<file path="src/rtl/hpc3_rnd_pkg.sv">
// Shared types and constants for the HPC3 randomness feeder.
// LFSR geometry, FSM encoding and the r-bus width helper.
package hpc3_rnd_pkg;

  localparam int unsigned LFSR_W = 64;

  localparam logic [LFSR_W-1:0] LFSR_TAPS =
    64'hD800_0000_0000_0000;

  typedef enum logic [2:0] {
    IDLE,
    SEED_LO,
    SEED_HI,
    WARMUP,
    RUN
  } state_e;

  function automatic int unsigned rnd_width(
    input int unsigned order,
    input int unsigned gadgets
  );
    return gadgets * order * (order + 1);
  endfunction

endpackage

</file>
<file path="src/rtl/hpc3_lfsr_leap.sv">
// Leap-forward Fibonacci LFSR: STEPS serial steps in one combinational pass.
// bits[k] is the feedback bit produced by step k.
module hpc3_lfsr_leap
  import hpc3_rnd_pkg::*;
#(
  parameter int unsigned STEPS = 2
) (
  input  logic [LFSR_W-1:0] s,
  output logic [LFSR_W-1:0] s_next,
  output logic [STEPS-1:0]  bits
);

  logic [LFSR_W-1:0] t;
  logic              f;

  always_comb begin
    t    = s;
    f    = 1'b0;
    bits = '0;
    for (int k = 0; k < int'(STEPS); k++) begin
      f       = ^(t & LFSR_TAPS);
      bits[k] = f;
      t       = {t[LFSR_W-2:0], f};
    end
    s_next = t;
  end

endmodule

</file>
<file path="src/rtl/hpc3_rnd_feeder.sv">
// Fresh-randomness source for HPC3 gadgets: seed, warm-up, valid/ready stream.
// Define HPC3_RND_CNT_EN to add the delivered-word counter rnd_count_o.
module hpc3_rnd_feeder
  import hpc3_rnd_pkg::*;
#(
  parameter  int unsigned SECURITY_ORDER = 1,
  parameter  int unsigned NUM_GADGETS    = 1,
  parameter  int unsigned WARMUP_CYCLES  = 16,
  localparam int unsigned RND_W =
    rnd_width(SECURITY_ORDER, NUM_GADGETS)
) (
  input  logic             clk,
  input  logic             rst_n,
  input  logic [31:0]      seed_i,
  input  logic             seed_valid_i,
  output logic             seed_ready_o,
  input  logic             reseed_i,
  output logic [RND_W-1:0] rnd_o,
  output logic             rnd_valid_o,
  input  logic             rnd_ready_i,
  output logic             busy_o
`ifdef HPC3_RND_CNT_EN
  ,
  output logic [31:0]      rnd_count_o
`endif
);

  if (RND_W > LFSR_W || RND_W == 0) begin : g_bad_w
    $error("hpc3_rnd_feeder: RND_W must be 1..64");
  end

  localparam int unsigned CNT_W =
    (WARMUP_CYCLES < 2) ? 1 : $clog2(WARMUP_CYCLES);
  localparam logic [CNT_W-1:0] WU_LAST =
    CNT_W'((WARMUP_CYCLES == 0) ? 0 : WARMUP_CYCLES - 1);

  state_e            state_q, state_d;
  logic [LFSR_W-1:0] lfsr_q, lfsr_d;
  logic [RND_W-1:0]  rnd_q, rnd_d;
  logic              valid_q, valid_d;
  logic [CNT_W-1:0]  wu_q, wu_d;

  logic [LFSR_W-1:0] leap_s;
  logic [RND_W-1:0]  leap_bits;
  logic [LFSR_W-1:0] seed_full;
  logic              reseed_ok;

  hpc3_lfsr_leap #(
    .STEPS(RND_W)
  ) u_leap (
    .s     (lfsr_q),
    .s_next(leap_s),
    .bits  (leap_bits)
  );

  assign seed_full = {seed_i, lfsr_q[31:0]};
  assign reseed_ok = reseed_i
                   && state_q != IDLE
                   && state_q != SEED_LO;

  always_ff @(posedge clk or negedge rst_n) begin
    if (!rst_n) begin
      state_q <= IDLE;
      lfsr_q  <= LFSR_W'(1);
      rnd_q   <= '0;
      valid_q <= 1'b0;
      wu_q    <= '0;
    end else begin
      state_q <= state_d;
      lfsr_q  <= lfsr_d;
      rnd_q   <= rnd_d;
      valid_q <= valid_d;
      wu_q    <= wu_d;
    end
  end

  always_comb begin
    state_d = state_q;
    lfsr_d  = lfsr_q;
    rnd_d   = rnd_q;
    valid_d = 1'b0;
    wu_d    = wu_q;
    unique case (state_q)
      IDLE: state_d = SEED_LO;
      SEED_LO: begin
        if (seed_valid_i) begin
          lfsr_d  = {lfsr_q[63:32], seed_i};
          state_d = SEED_HI;
        end
      end
      SEED_HI: begin
        if (seed_valid_i) begin
          // an all-zero state would lock the LFSR up
          lfsr_d  = (seed_full == '0) ? LFSR_W'(1)
                                      : seed_full;
          wu_d    = '0;
          state_d = (WARMUP_CYCLES == 0) ? RUN : WARMUP;
        end
      end
      WARMUP: begin
        lfsr_d = leap_s;
        wu_d   = wu_q + 1'b1;
        if (wu_q == WU_LAST) state_d = RUN;
      end
      RUN: begin
        valid_d = 1'b1;
        if (!valid_q || rnd_ready_i) begin
          lfsr_d = leap_s;
          rnd_d  = leap_bits;
        end
      end
      default: state_d = IDLE;
    endcase
    if (reseed_ok) begin
      state_d = SEED_LO;
      valid_d = 1'b0;
      wu_d    = '0;
    end
  end

  assign rnd_o        = rnd_q;
  assign rnd_valid_o  = valid_q;
  assign seed_ready_o = (state_q == SEED_LO)
                     || (state_q == SEED_HI);
  assign busy_o       = seed_ready_o
                     || (state_q == WARMUP);

`ifdef HPC3_RND_CNT_EN
  logic [31:0] cnt_q;
  logic        seed_done;
  logic        hs;

  assign seed_done = (state_q == SEED_HI)
                  && seed_valid_i && !reseed_i;
  assign hs        = valid_q && rnd_ready_i;

  always_ff @(posedge clk or negedge rst_n) begin
    if (!rst_n) begin
      cnt_q <= '0;
    end else if (seed_done) begin
      cnt_q <= '0;
    end else if (hs && cnt_q != '1) begin
      cnt_q <= cnt_q + 32'd1;
    end
  end

  assign rnd_count_o = cnt_q;
`endif

endmodule

</file>
<file path="config.mk">
export PLATFORM = sky130hd
export DESIGN_NAME = hpc3_rnd_feeder
export DESIGN_NICKNAME = d
export VERILOG_FILES = /design/src/rtl/hpc3_rnd_pkg.sv /design/src/rtl/hpc3_lfsr_leap.sv /design/src/rtl/hpc3_rnd_feeder.sv
export SDC_FILE = /design/constraint.sdc
export NUM_CORES = 1
export LEC_CHECK = 0
export BUFFER_PORTS_ARGS = -buffer_cell sky130_fd_sc_hd__buf_2
export CAP_MARGIN = 0
export CORE_ASPECT_RATIO = 2
export CORE_MARGIN = 5
export CORE_UTILIZATION = 50
export CTS_BUF_LIST = sky130_fd_sc_hd__clkbuf_8 sky130_fd_sc_hd__clkbuf_16
export DETAILED_ROUTE_END_ITERATION = 6
export PLACE_DENSITY_LB_ADDON = 0.25
export SLEW_MARGIN = 0
export SYNTH_ARGS = -nofsm -noshare
export SYNTH_HDL_FRONTEND = slang
export SYNTH_SLANG_ARGS = --single-unit
</file>
<file path="constraint.sdc">
create_clock -name clk -period 5.55 [get_ports clk]
set_clock_uncertainty 0.1 [all_clocks]
set_input_delay 1.11 -clock clk [delete_from_list [all_inputs] [get_ports clk]]
set_output_delay 1.11 -clock clk [all_outputs]
set_load 0.02 [all_outputs]
</file>
### Word level (Yosys, flattened, before mapping)

Cells that the tools add are included.

| word-level totals | value |
|---|---|
| bits in registers | 74 |
| input bits | 37 |
| output and inout bits | 5 |
| logic and storage cells | 56 |

| operators by class | value |
|---|---|
| add/sub/neg operators | 1 |
| equality and inequality tests | 14 |
| multiplexer cells | 15 |
| bitwise operators | 1 |
| reductions and logical operators | 19 |

Operators with widths:

| kind | count |
|---|---|
| 64-bit case mux with 4 select lines | 1 |
| 64-bit two-way mux | 3 |
| 64-bit parity | 2 |
| 64-bit zero test | 1 |
| 32-bit two-way mux | 1 |
| 3-bit case mux with 5 select lines | 1 |
| 3-bit two-way mux | 4 |
| 2-bit inequality test, second input constant | 5 |
| 3-bit inequality test, second input constant | 3 |
| 3-bit nonzero test | 3 |
| 4-bit two-way mux | 2 |
| 4-bit case mux with 2 select lines | 1 |
| 4-bit AND reduction | 2 |
| 3-bit by 2-bit equality test with 1-bit output, second input constant | 2 |
| 5-bit AND reduction | 1 |
| 4-bit by 1-bit adder with 4-bit output, second input constant | 1 |
| 4-bit equality test, second input constant | 1 |
| 2-bit AND reduction | 2 |
| 4-bit nonzero test | 1 |
| 3-bit by 1-bit equality test with 1-bit output, second input constant | 1 |
| 3-bit equality test, second input constant | 1 |
| 3-bit zero test | 1 |
| 1-bit logical OR | 3 |
| 3-bit by 1-bit inequality test with 1-bit output, second input constant | 1 |
| other kinds (4) | 6 |

### Depth between registers and ports, before layout

Gate-level depths: netlist of the first run.

| logic depth | value |
|---|---|
| word-level depth | 5 |
| mapped depth | 7 |
| gate-level depth less buffers | 5 |

### Modules after synthesis

A second synthesis of the first run with hierarchy kept.

| unflattened totals | value |
|---|---|
| cells, all modules | 404 |
| area total of the unflattened synthesis | 4162.7 µm² |

By module, submodules not included:

| module | times used | cells each | area each (µm²) | sequential area each (µm²) |
|---|---|---|---|---|
| hpc3_rnd_feeder | 1 | 334 | 3631.0 | 1853.0 |
| hpc3_lfsr_leap | 1 | 70 | 531.8 | 0.0 |

### Least setup slack after synthesis of the first run

No wires, ideal clock.

| timing | value |
|---|---|
| path type | input to register |
| from | input port seed_i[1] |
| to | register lfsr_q[10] |
| setup time | 0.125 ns |
| arrival time | 2.573 ns |
| data required time | 5.325 ns |
| slack | 2.752 ns |
| stages | 6 |
| path buffers | 1 |
| cell sequence | nor4_1 > nand4_1 > nor4_4 > o22ai_4 > buf_6 > mux2_4 |

| between the ends | value |
|---|---|
| cells in the longest elaborated chain, start to end | 3 |

Ends and longest elaborated chain:

| element | RTL line | source |
|---|---|---|
| from (decl) | hpc3_rnd_feeder.sv:14 | `input logic [31:0] seed_i,` |
| 64-bit zero test | hpc3_rnd_feeder.sv:94 | `lfsr_d = (seed_full == '0) ? LFSR_W'(1)` |
| 2-bit inequality test (no line) | - |  |
| 5-bit AND reduction (no line) | - |  |
| to (signal assigned) | hpc3_rnd_feeder.sv:70 | `lfsr_q <= lfsr_d;` |
| to (decl) | hpc3_rnd_feeder.sv:38 | `logic [LFSR_W-1:0] lfsr_q, lfsr_d;` |

No other way between the ends.
A chain may end at the register's enable or synchronous reset.

### Worst setup path in the final report of the first run

| timing | value |
|---|---|
| from | input port seed_i[1] |
| to | register lfsr_q[6] |

Same word-level chain as after synthesis.

==> metrics.md, run 1 <==
| Metric | Value |
|---|---|
| Global-route wire length before repair | `16.8 mm` |
| Inserted Clock Buffers | `9` |
| VDD IR max | `344 uV` |
| Max Slew Vio Count | `0` |
| Synth unique cells | `36` |
| Largest net degree at the start of global routing | `75` |
| Fill count | `703` |
| Die area | `9980 um^2` |
| Critical-path cell list | `buf_2, nor4_1, nand4_1, nor4_4, o22ai_4, buf_4, mux2_4` |
| Largest stage delay, worst path | `530 ps` |
| Initial antenna violation count | `0` |
| Mapped Nets | `412` |
| Min cycle time layout | `3130 ps` |
| Cells after Synth | `374` |
| Rows | `46` |
| Synth Cell Area | `3990 um^2` |
| Grt ovf | `0` |
| Die Wd | `73.2 um` |
| First-pass DRT Iterations | `4` |
| CP endpoint kind | `flop` |
| Post-synth top area share | `45.7%` |
| Fmax | `319 MHz` |
| Max Cap Violations | `0` |
| Leakage | `0.00211 uW` |
| Drt wl/cell | `19.6 um` |
| Max Root-Sink Buffers | `2` |
| Antenna-violating nets left | `0` |
| Slew @ Worst Pin | `1020 ps` |
| Tcrit/Tclk final | `56.5%` |
| CP Launch Type | `input pin` |
| Vias in the first global route | `3235` |
| Post-CTS setup buffers | `0` |
| Root buf cell | `clkbuf_16` |
| Slowest cell on the critical path | `nor4_1` |
| Worst hold start | `rnd_o[1]` |
| Area growth syn-to-layout | `13.1%` |
| # IOs | `42` |
| Setup TNS | `0 ps` |
| Worst-skew pair later-pin latency | `330 ps` |
| Buf/Inv on CP | `2` |
| Synth Area in Simple Gates | `10.0%` |
| Final HPWL DP | `6.66 mm` |
| Via/cell ratio | `6.08` |
| Slew margin rel. | `31.8%` |
| Final nets | `441` |
| Worst-path clk slew | `60 ps` |
| H-tree depth | `3` |
| Vias | `3064` |
| TritonCTS clock tree | `done` |
| Routability Congestion | `0.864` |
| Status | `finished clean` |
| Post-cts sizing count | `0` |
| Top delay family on crit path | `simple AND/OR/NAND/NOR gates` |
| Post-synthesis sequential area ratio | `46.4%` |
| Flops & latches, synth | `74` |
| CTS Hold Bufs | `0` |
| Avg Synthesized Cell Area | `10.7 um^2` |
| Initial Utilization | `50.7%` |
| Final setup viols | `0` |
| Worst r2r src | `state_q[2]` |
| Total track usage | `22.2%` |
| CP required | `5660 ps` |
| Clock sink total | `74` |
| # DRC | `0` |
| Cell taking the most area after synthesis | `dfrtp_1` |
| First DRT Iteration DRCs | `247` |
| CP Launch Point | `seed_i[1]` |
| Power Density | `531 nW/um^2` |
| Number of port buffers | `41` |
| Data arrival time of the critical path | `3250 ps` |
| Post-synthesis compound-gate area fraction | `23.4%` |
| Multiplexer share of the synthesized area | `12.0%` |
| Antenna diodes | `0` |
| Xor/xnor cell area share of the yosys netlist | `1.32%` |
| Adder-Cell Fraction of Synth Area | `0.313%` |
| Setup Crit Path Kind | `input pin to flop` |
| Die H | `136 um` |
| Hold violation total from the final report | `0` |
| Synth area leaders | `dfrtp_1 46%, mux2_4 11%, a22o_1 7.0%` |
| Largest family of logic cells by synthesized area | `compound AO/OA/AOI/OAI gates` |
| Critical Path Fanout Max | `32` |
| Hold crit path type | `flop to flop` |
| Final WL | `9.87 mm` |
| Core Footprint | `7890 um^2` |
| Layout cell share with drive strength beyond 1 | `24.0%` |
| RSZ-0062 raised after global routing | `no` |
| Fin Hold WS | `379 ps` |
| Warnings, synthesis | `0` |
metal layers:
metal  wire [um]  up-vias  GRT usage (%)
li1            -     1439              -
met1        3910     1513           26.4
met2        5120       83           36.5
met3         417       29           5.03
met4         423        0           11.6
met5           0        -              0
sequential cells by signal, indices dropped and copies added (netlist names):
signal / flops
lfsr_q: 64
rnd_valid_o: 1
wu_q: 4
rnd_o: 2
state_q: 3
worst reg2reg max path, delay by kind of cell, from the launching register on:
kind	cells	cell delay, ps
compound gates	3	970
simple gates	2	1370
flops	1	540
logic make-up (layout without fill, tap and decap cells):
group | after synthesis | count (layout)
compound gates | 116 | 116
xor+xnor | 6 | 6
fa+ha+maj | 1 | 1
buf+inv | 63 | 97
flops | 74 | 74
mux | 33 | 33
simple gates | 81 | 81
path summary, 6_finish.rpt:
check                             end  slack, ps  cells after the start
max                         lfsr_q[6]       2420                      7
min                          rnd_o[1]        380                      2
max reg2reg                lfsr_q[39]       2450                      5
min reg2reg                  rnd_o[1]        380                      2
max in group asynchronous  lfsr_q[43]       3890                      1
min in group asynchronous  lfsr_q[56]        810                      1
Yosys cell counts, drive strengths merged:
cell type,n
dfrtp,73
nand2,37
inv,35
o21a,33
a22o,32
mux2,32
o311ai,32
clkbuf,22
nor4,17
nor2,14
o21ai,8
buf,6
a21oi,5
nand4,4
xnor2,4
nor2b,2
o22ai,2
xor2,2
a21o,1
a311oi,1
and2,1
and3b,1
and4,1
dfstp,1
ha,1
mux2i,1
nand2b,1
nand3,1
nand3b,1
nor3b,1
o31ai,1
o32a,1
final cells by class:
type                       instances  area, um^2  area share (%)
multi-input combinational        237        1880            41.7
clock inverter                     4        17.5           0.388
tap                               96         120            2.66
sequential                        74        1850            41.0
inverter                          35         131            2.91
clock buffer                      12         267            5.90
timing repair buffer              46         245            5.43
where the power goes:
group	leakage [uW]	switching, uW	internal (uW)	total (uW)
combinational	0.00106	388	469	857
sequential	0.000901	202	791	993
clock	0.000151	215	334	549
total	0.00211	805	1590	2400
metrics by stage:
stage | cell area (um^2) | cells | worst slack, ps | power, uW | util [%]
2_1_floorplan | 3990 | 374 | 2750 | 1650 | -
3_3_place_gp | 4230 | 488 | 2160 | 1830 | 53.7
3_5_place_dp | 4230 | 488 | 2080 | 1860 | 53.7
4_1_cts | 4520 | 504 | 2420 | 2420 | 57.3
5_1_grt | 4520 | 504 | 2160 | 2560 | 57.3
6_report | 4520 | 504 | 2420 | 2400 | 57.3
cells in the final DEF (no fill, tap or decap), types with 6 or more instances in the layout:
| master | instances |
|---|---|
| nor4_1 | 16 |
| o21ai_0 | 8 |
| nand2_1 | 36 |
| dfrtp_1 | 73 |
| buf_2 | 40 |
| o21a_1 | 33 |
| clkbuf_16 | 9 |
| o311ai_0 | 32 |
| a22o_1 | 32 |
| buf_4 | 6 |
| inv_1 | 37 |
| nor2_1 | 13 |
| mux2_4 | 29 |
Note: power is estimated with default switching activity, not from simulation.
==> inputs of run 2 (changes only) <==
==> constraint.sdc (replaced) <==
create_clock -name clk -period 2.6 [get_ports clk]
set_clock_uncertainty 0.1 [all_clocks]
set_input_delay 0.52 -clock clk [delete_from_list [all_inputs] [get_ports clk]]
set_output_delay 0.52 -clock clk [all_outputs]
set_load 0.02 [all_outputs]
==> metrics.md, run 2 (synthesized netlist as in run 1, its figures left out) <==
| Metric | Value |
|---|---|
| First DRT Iteration DRCs | `190` |
| CP Launch Type | `flop` |
| Final HPWL DP | `7.25 mm` |
| Inserted Clock Buffers | `9` |
| Via/cell ratio | `6.04` |
| Design Area, Final | `4760 um^2` |
| Slew @ Worst Pin | `481 ps` |
| Clock sink total | `74` |
| Critical-path cell list | `nor4_1, nand4_1, nor4_4, o22ai_4, buf_12, mux2_4` |
| Final setup viols | `0` |
| Rows | `46` |
| Post-cts sizing count | `0` |
| Critical Path Fanout Max | `21` |
| Status | `finished clean` |
| Core Footprint | `7890 um^2` |
| Biggest register | `lfsr_q` |
| Die Wd | `73.2 um` |
| Largest net degree at the start of global routing | `65` |
| Number of port buffers | `41` |
| Slew margin rel. | `67.7%` |
| Data arrival time of the critical path | `2410 ps` |
| Final nets | `461` |
| Hold crit path type | `input pin to asynchronous set/reset pin` |
| Root buf cell | `clkbuf_16` |
| VDD IR max | `539 uV` |
| Worst-skew pair later-pin latency | `330 ps` |
| Final WL | `10.3 mm` |
| Post-layout util | `60.4%` |
| Slowest cell on the critical path | `nor4_1` |
| Layout cell share with drive strength beyond 1 | `27.6%` |
| Largest stage delay, worst path | `470 ps` |
| Initial Utilization | `50.7%` |
| Leakage | `0.00225 uW` |
| Buf/Inv on CP | `1` |
| RSZ-0062 raised after global routing | `no` |
| TritonCTS clock tree | `done` |
| Hold violation total from the final report | `0` |
| CP required | `2720 ps` |
| Biggest regs | `lfsr_q (64), wu_q (4), state_q (3)` |
| Antenna diodes | `0` |
| Worst Slack Setup Final | `308 ps` |
| Initial antenna violation count | `0` |
| # IOs | `42` |
| DP Worst Slack | `38.1 ps` |
| Fmax | `436 MHz` |
| Vias in the first global route | `3307` |
| CP endpoint kind | `flop` |
| H-tree depth | `3` |
| Max Cap Violations | `0` |
| # DRC | `0` |
| Area growth syn-to-layout | `19.3%` |
| Fill count | `659` |
| Max Root-Sink Buffers | `2` |
| Placement Cell Area | `4450 um^2` |
| Die area | `9980 um^2` |
| Min cycle time layout | `2290 ps` |
| Power Density | `1130 nW/um^2` |
| Setup TNS | `0 ps` |
| Total track usage | `22.1%` |
| Max reg flops | `64` |
| Setup Crit Path Kind | `flop to flop` |
| Tcrit/Tclk final | `88.2%` |
| CTS Hold Bufs | `0` |
| Drt wl/cell | `19.6 um` |
| Fin Hold WS | `46.4 ps` |
| Worst-path clk slew | `60 ps` |
| Antenna-violating nets left | `0` |
| Max Slew Vio Count | `0` |
| Global-route wire length before repair | `16.6 mm` |
| Commonest non-fill, non-tap cell in the layout | `dfrtp_1` |
| Grt ovf | `0` |
| Vias | `3164` |
| First-pass DRT Iterations | `4` |
| Top delay family on crit path | `simple AND/OR/NAND/NOR gates` |
| Most frequent cells in the layout | `73 x dfrtp_1, 40 x buf_2, 37 x inv_1, 36 x nand2_1, 33 x o21a_1` |
| Routability Congestion | `0.840` |
| Post-CTS setup buffers | `0` |
| Die H | `136 um` |
[run 2: cell count changes in the layout (fill, tap and decap cells not counted), sizes merged]
cell,before,now
buf,46,66
clkinv,2,0
clkbuf,12,13
bufinv,0,1
[run 2: final timing paths]
kind	endpoint	start	cells after the start	slack [ps]
worst max-delay path	lfsr_q[13]	lfsr_q[19]	6	310
worst min-delay path	lfsr_q[55]	rst_n	1	50
worst max register to register	lfsr_q[13]	lfsr_q[19]	6	310
worst min register to register	rnd_o[1]	rnd_o[1]	2	370
max in group asynchronous	lfsr_q[2]	rst_n	2	1770
min in group clk	state_q[2]	reseed_i	2	330
[run 2: where the power goes]
| part | internal, uW | switching (uW) | total, uW | leakage (uW) |
|---|---|---|---|---|
| Sequential | 1690 | 443 | 2130 | 0.000901 |
| Clock | 841 | 460 | 1300 | 0.000164 |
| Combinational | 1090 | 875 | 1970 | 0.00118 |
[run 2: cell type report]
class	count	area, um^2	area share, %
multi-input cells	237	1880	39.5
flip-flops and latches	74	1850	38.9
repair buffers	66	458	9.61
clock buffers	13	280	5.88
inverters	35	131	2.76
well taps	96	120	2.52
clock inverters	3	37.5	0.788
[run 2: stage by stage]
step	power, uW	instances
2_1_floorplan	3530	374
3_3_place_gp	4010	508
3_5_place_dp	4100	508
4_1_cts	5430	524
5_1_grt	5690	524
6_report	5400	524
[run 2: metal layers]
layer,part of all wire [%],wire length (um),up-vias,GRT usage [%]
met1,39,4030,1595,24.8
met3,3.1,322,25,4.29
li1,-,-,1480,-
met4,3.7,380,0,10.7
met5,0,0,-,0
met2,54,5560,64,38.9
[run 2: worst register-to-register path, cell delays in order, from the launching register on]
cell	delay (ps)
dfrtp_1	420
nor4_1	470
nand4_1	220
nor4_4	290
o22ai_4	150
buf_12	200
mux2_4	320
==> inputs of run 3 (changes only) <==
--- a/config.mk
+++ b/config.mk
@@ -13,6 +13,7 @@
 export CTS_BUF_LIST = sky130_fd_sc_hd__clkbuf_8 sky130_fd_sc_hd__clkbuf_16
 export DETAILED_ROUTE_END_ITERATION = 6
 export PLACE_DENSITY_LB_ADDON = 0.25
+export RECOVER_POWER = 50
 export SLEW_MARGIN = 0
 export SYNTH_ARGS = -nofsm -noshare
 export SYNTH_HDL_FRONTEND = slang
==> metrics.md, run 3 (synthesized netlist as in run 1, its figures left out) <==
| Metric | Value |
|---|---|
| FF-to-FF End | `lfsr_q[13]` |
| CP required | `2720 ps` |
| Layout cell share with drive strength beyond 1 | `27.1%` |
| Clock sink total | `74` |
| Core Footprint | `7890 um^2` |
| Area growth syn-to-layout | `19.1%` |
| TritonCTS clock tree | `done` |
| RSZ-0062 raised after global routing | `no` |
| Antenna-violating nets left | `0` |
| Rows | `46` |
| Power Density | `1140 nW/um^2` |
| Vias | `3165` |
| Via/cell ratio | `6.04` |
| Post-layout util | `60.3%` |
| # DRC | `0` |
| Initial Utilization | `50.7%` |
| Total track usage | `22.1%` |
| First-pass DRT Iterations | `4` |
| Inserted Clock Buffers | `9` |
| Routability Congestion | `0.840` |
| Critical Path Fanout Max | `21` |
| Setup TNS | `0 ps` |
| Fill count | `663` |
| Tcrit/Tclk final | `88.2%` |
| Commonest non-fill, non-tap cell in the layout | `dfrtp_1` |
| Max Slew Vio Count | `34` |
| Failing checks | `max-capacitance violations, max-slew violations` |
| Global-route wire length before repair | `16.6 mm` |
| Final HPWL DP | `7.25 mm` |
| Max Cap Violations | `1` |
| Die Wd | `73.2 um` |
| Min cycle time layout | `2290 ps` |
| Setup slack, reg-to-reg | `310 ps` |
| Worst-path clk slew | `60 ps` |
| FF-to-FF path depth | `6` |
| First DRT Iteration DRCs | `192` |
| Hold violation total from the final report | `0` |
| Initial antenna violation count | `0` |
| Number of port buffers | `41` |
| Max Root-Sink Buffers | `2` |
| Most frequent cells in the layout | `73 x dfrtp_1, 40 x buf_2, 37 x inv_1, 36 x nand2_1, 33 x o21a_1` |
| Design Area, Final | `4760 um^2` |
| Worst r2r src | `lfsr_q[19]` |
| CTS Hold Bufs | `0` |
| VDD IR max | `539 uV` |
| Hold path depth | `2` |
| Max reg flops | `64` |
| Worst-skew pair later-pin latency | `330 ps` |
| Post-CTS setup buffers | `0` |
| Hold crit path type | `input pin to flop` |
| Final setup viols | `0` |
| # IOs | `42` |
| Post-cts sizing count | `0` |
| Vias in the first global route | `3307` |
| Status | `complete, but fails checks` |
| Die H | `136 um` |
| Final WL | `10.3 mm` |
| Placement Cell Area | `4450 um^2` |
| Root buf cell | `clkbuf_16` |
| Slew @ Worst Pin | `2030 ps` |
| Biggest regs | `lfsr_q (64), wu_q (4), state_q (3)` |
| Drt wl/cell | `19.7 um` |
| Setup Crit Path Kind | `flop to flop` |
| Fmax | `436 MHz` |
| H-tree depth | `3` |
| Largest net degree at the start of global routing | `65` |
| Slew margin rel. | `-35.1%` |
| Data arrival time of the critical path | `2410 ps` |
| Leakage | `0.00224 uW` |
| Antenna diodes | `0` |
| Final nets | `461` |
| CP Launch Type | `flop` |
| Biggest register | `lfsr_q` |
| Worst hold start | `reseed_i` |
| Die area | `9980 um^2` |
| CP endpoint kind | `flop` |
| Worst Hold End | `state_q[2]` |
| Grt ovf | `0` |
[run 3: critical path, cell delays in order, from the launching register on]
cell	delay [ps]
dfrtp_1	420
nor4_1	470
nand4_1	220
nor4_4	290
o22ai_4	150
buf_12	200
mux2_4	310
[run 3: cell type report]
type | instances | area (um^2) | share of cell area [%]
inverter | 35 | 131 | 2.76
sequential | 74 | 1850 | 39.0
clock buffer | 13 | 280 | 5.89
multi-input combinational | 237 | 1880 | 39.6
timing repair buffer | 66 | 450 | 9.47
clock inverter | 3 | 37.5 | 0.789
tap | 96 | 120 | 2.52
[run 3: how the worst max path moves through the flow]
stage | slack (ps) | endpoint | depth (start not counted) | start
after detailed placement | 40 | lfsr_q[51] | 7 | seed_i[1]
final | 310 | lfsr_q[13] | 6 | lfsr_q[19]
after global routing | 120 | lfsr_q[51] | 6 | lfsr_q[14]
after floorplan | 390 | lfsr_q[10] | 6 | seed_i[1]
after global placement | 70 | lfsr_q[51] | 7 | seed_i[1]
after CTS | 310 | lfsr_q[51] | 6 | lfsr_q[14]
[run 3: power breakdown]
part	total (uW)	internal (uW)	leakage, uW	switching (uW)
sequential	2130	1690	0.000901	443
combinational	1970	1090	0.00117	875
clock	1300	841	0.000164	460
total	5400	3620	0.00224	1780
[run 3: through the flow]
| step | power [uW] | worst slack [ps] | instances | hold WS (ps) |
|---|---|---|---|---|
| after floorplan | 3530 | 392 | 374 | 124 |
| after global placement | 4010 | 73.5 | 508 | 357 |
| after detailed placement | 4100 | 38.1 | 508 | 370 |
| after CTS | 5430 | 309 | 524 | 46.4 |
| after global routing | 5690 | 120 | 524 | 328 |
| final | 5400 | 307 | 524 | 329 |
[run 3: layer usage]
metal | track usage [%] | vias to the layer above | part of all wire [%]
met5 | 0 | - | 0
met4 | 10.7 | 0 | 3.7
met3 | 4.29 | 25 | 3.0
met2 | 38.9 | 62 | 54
met1 | 24.8 | 1598 | 39
li1 | - | 1480 | -
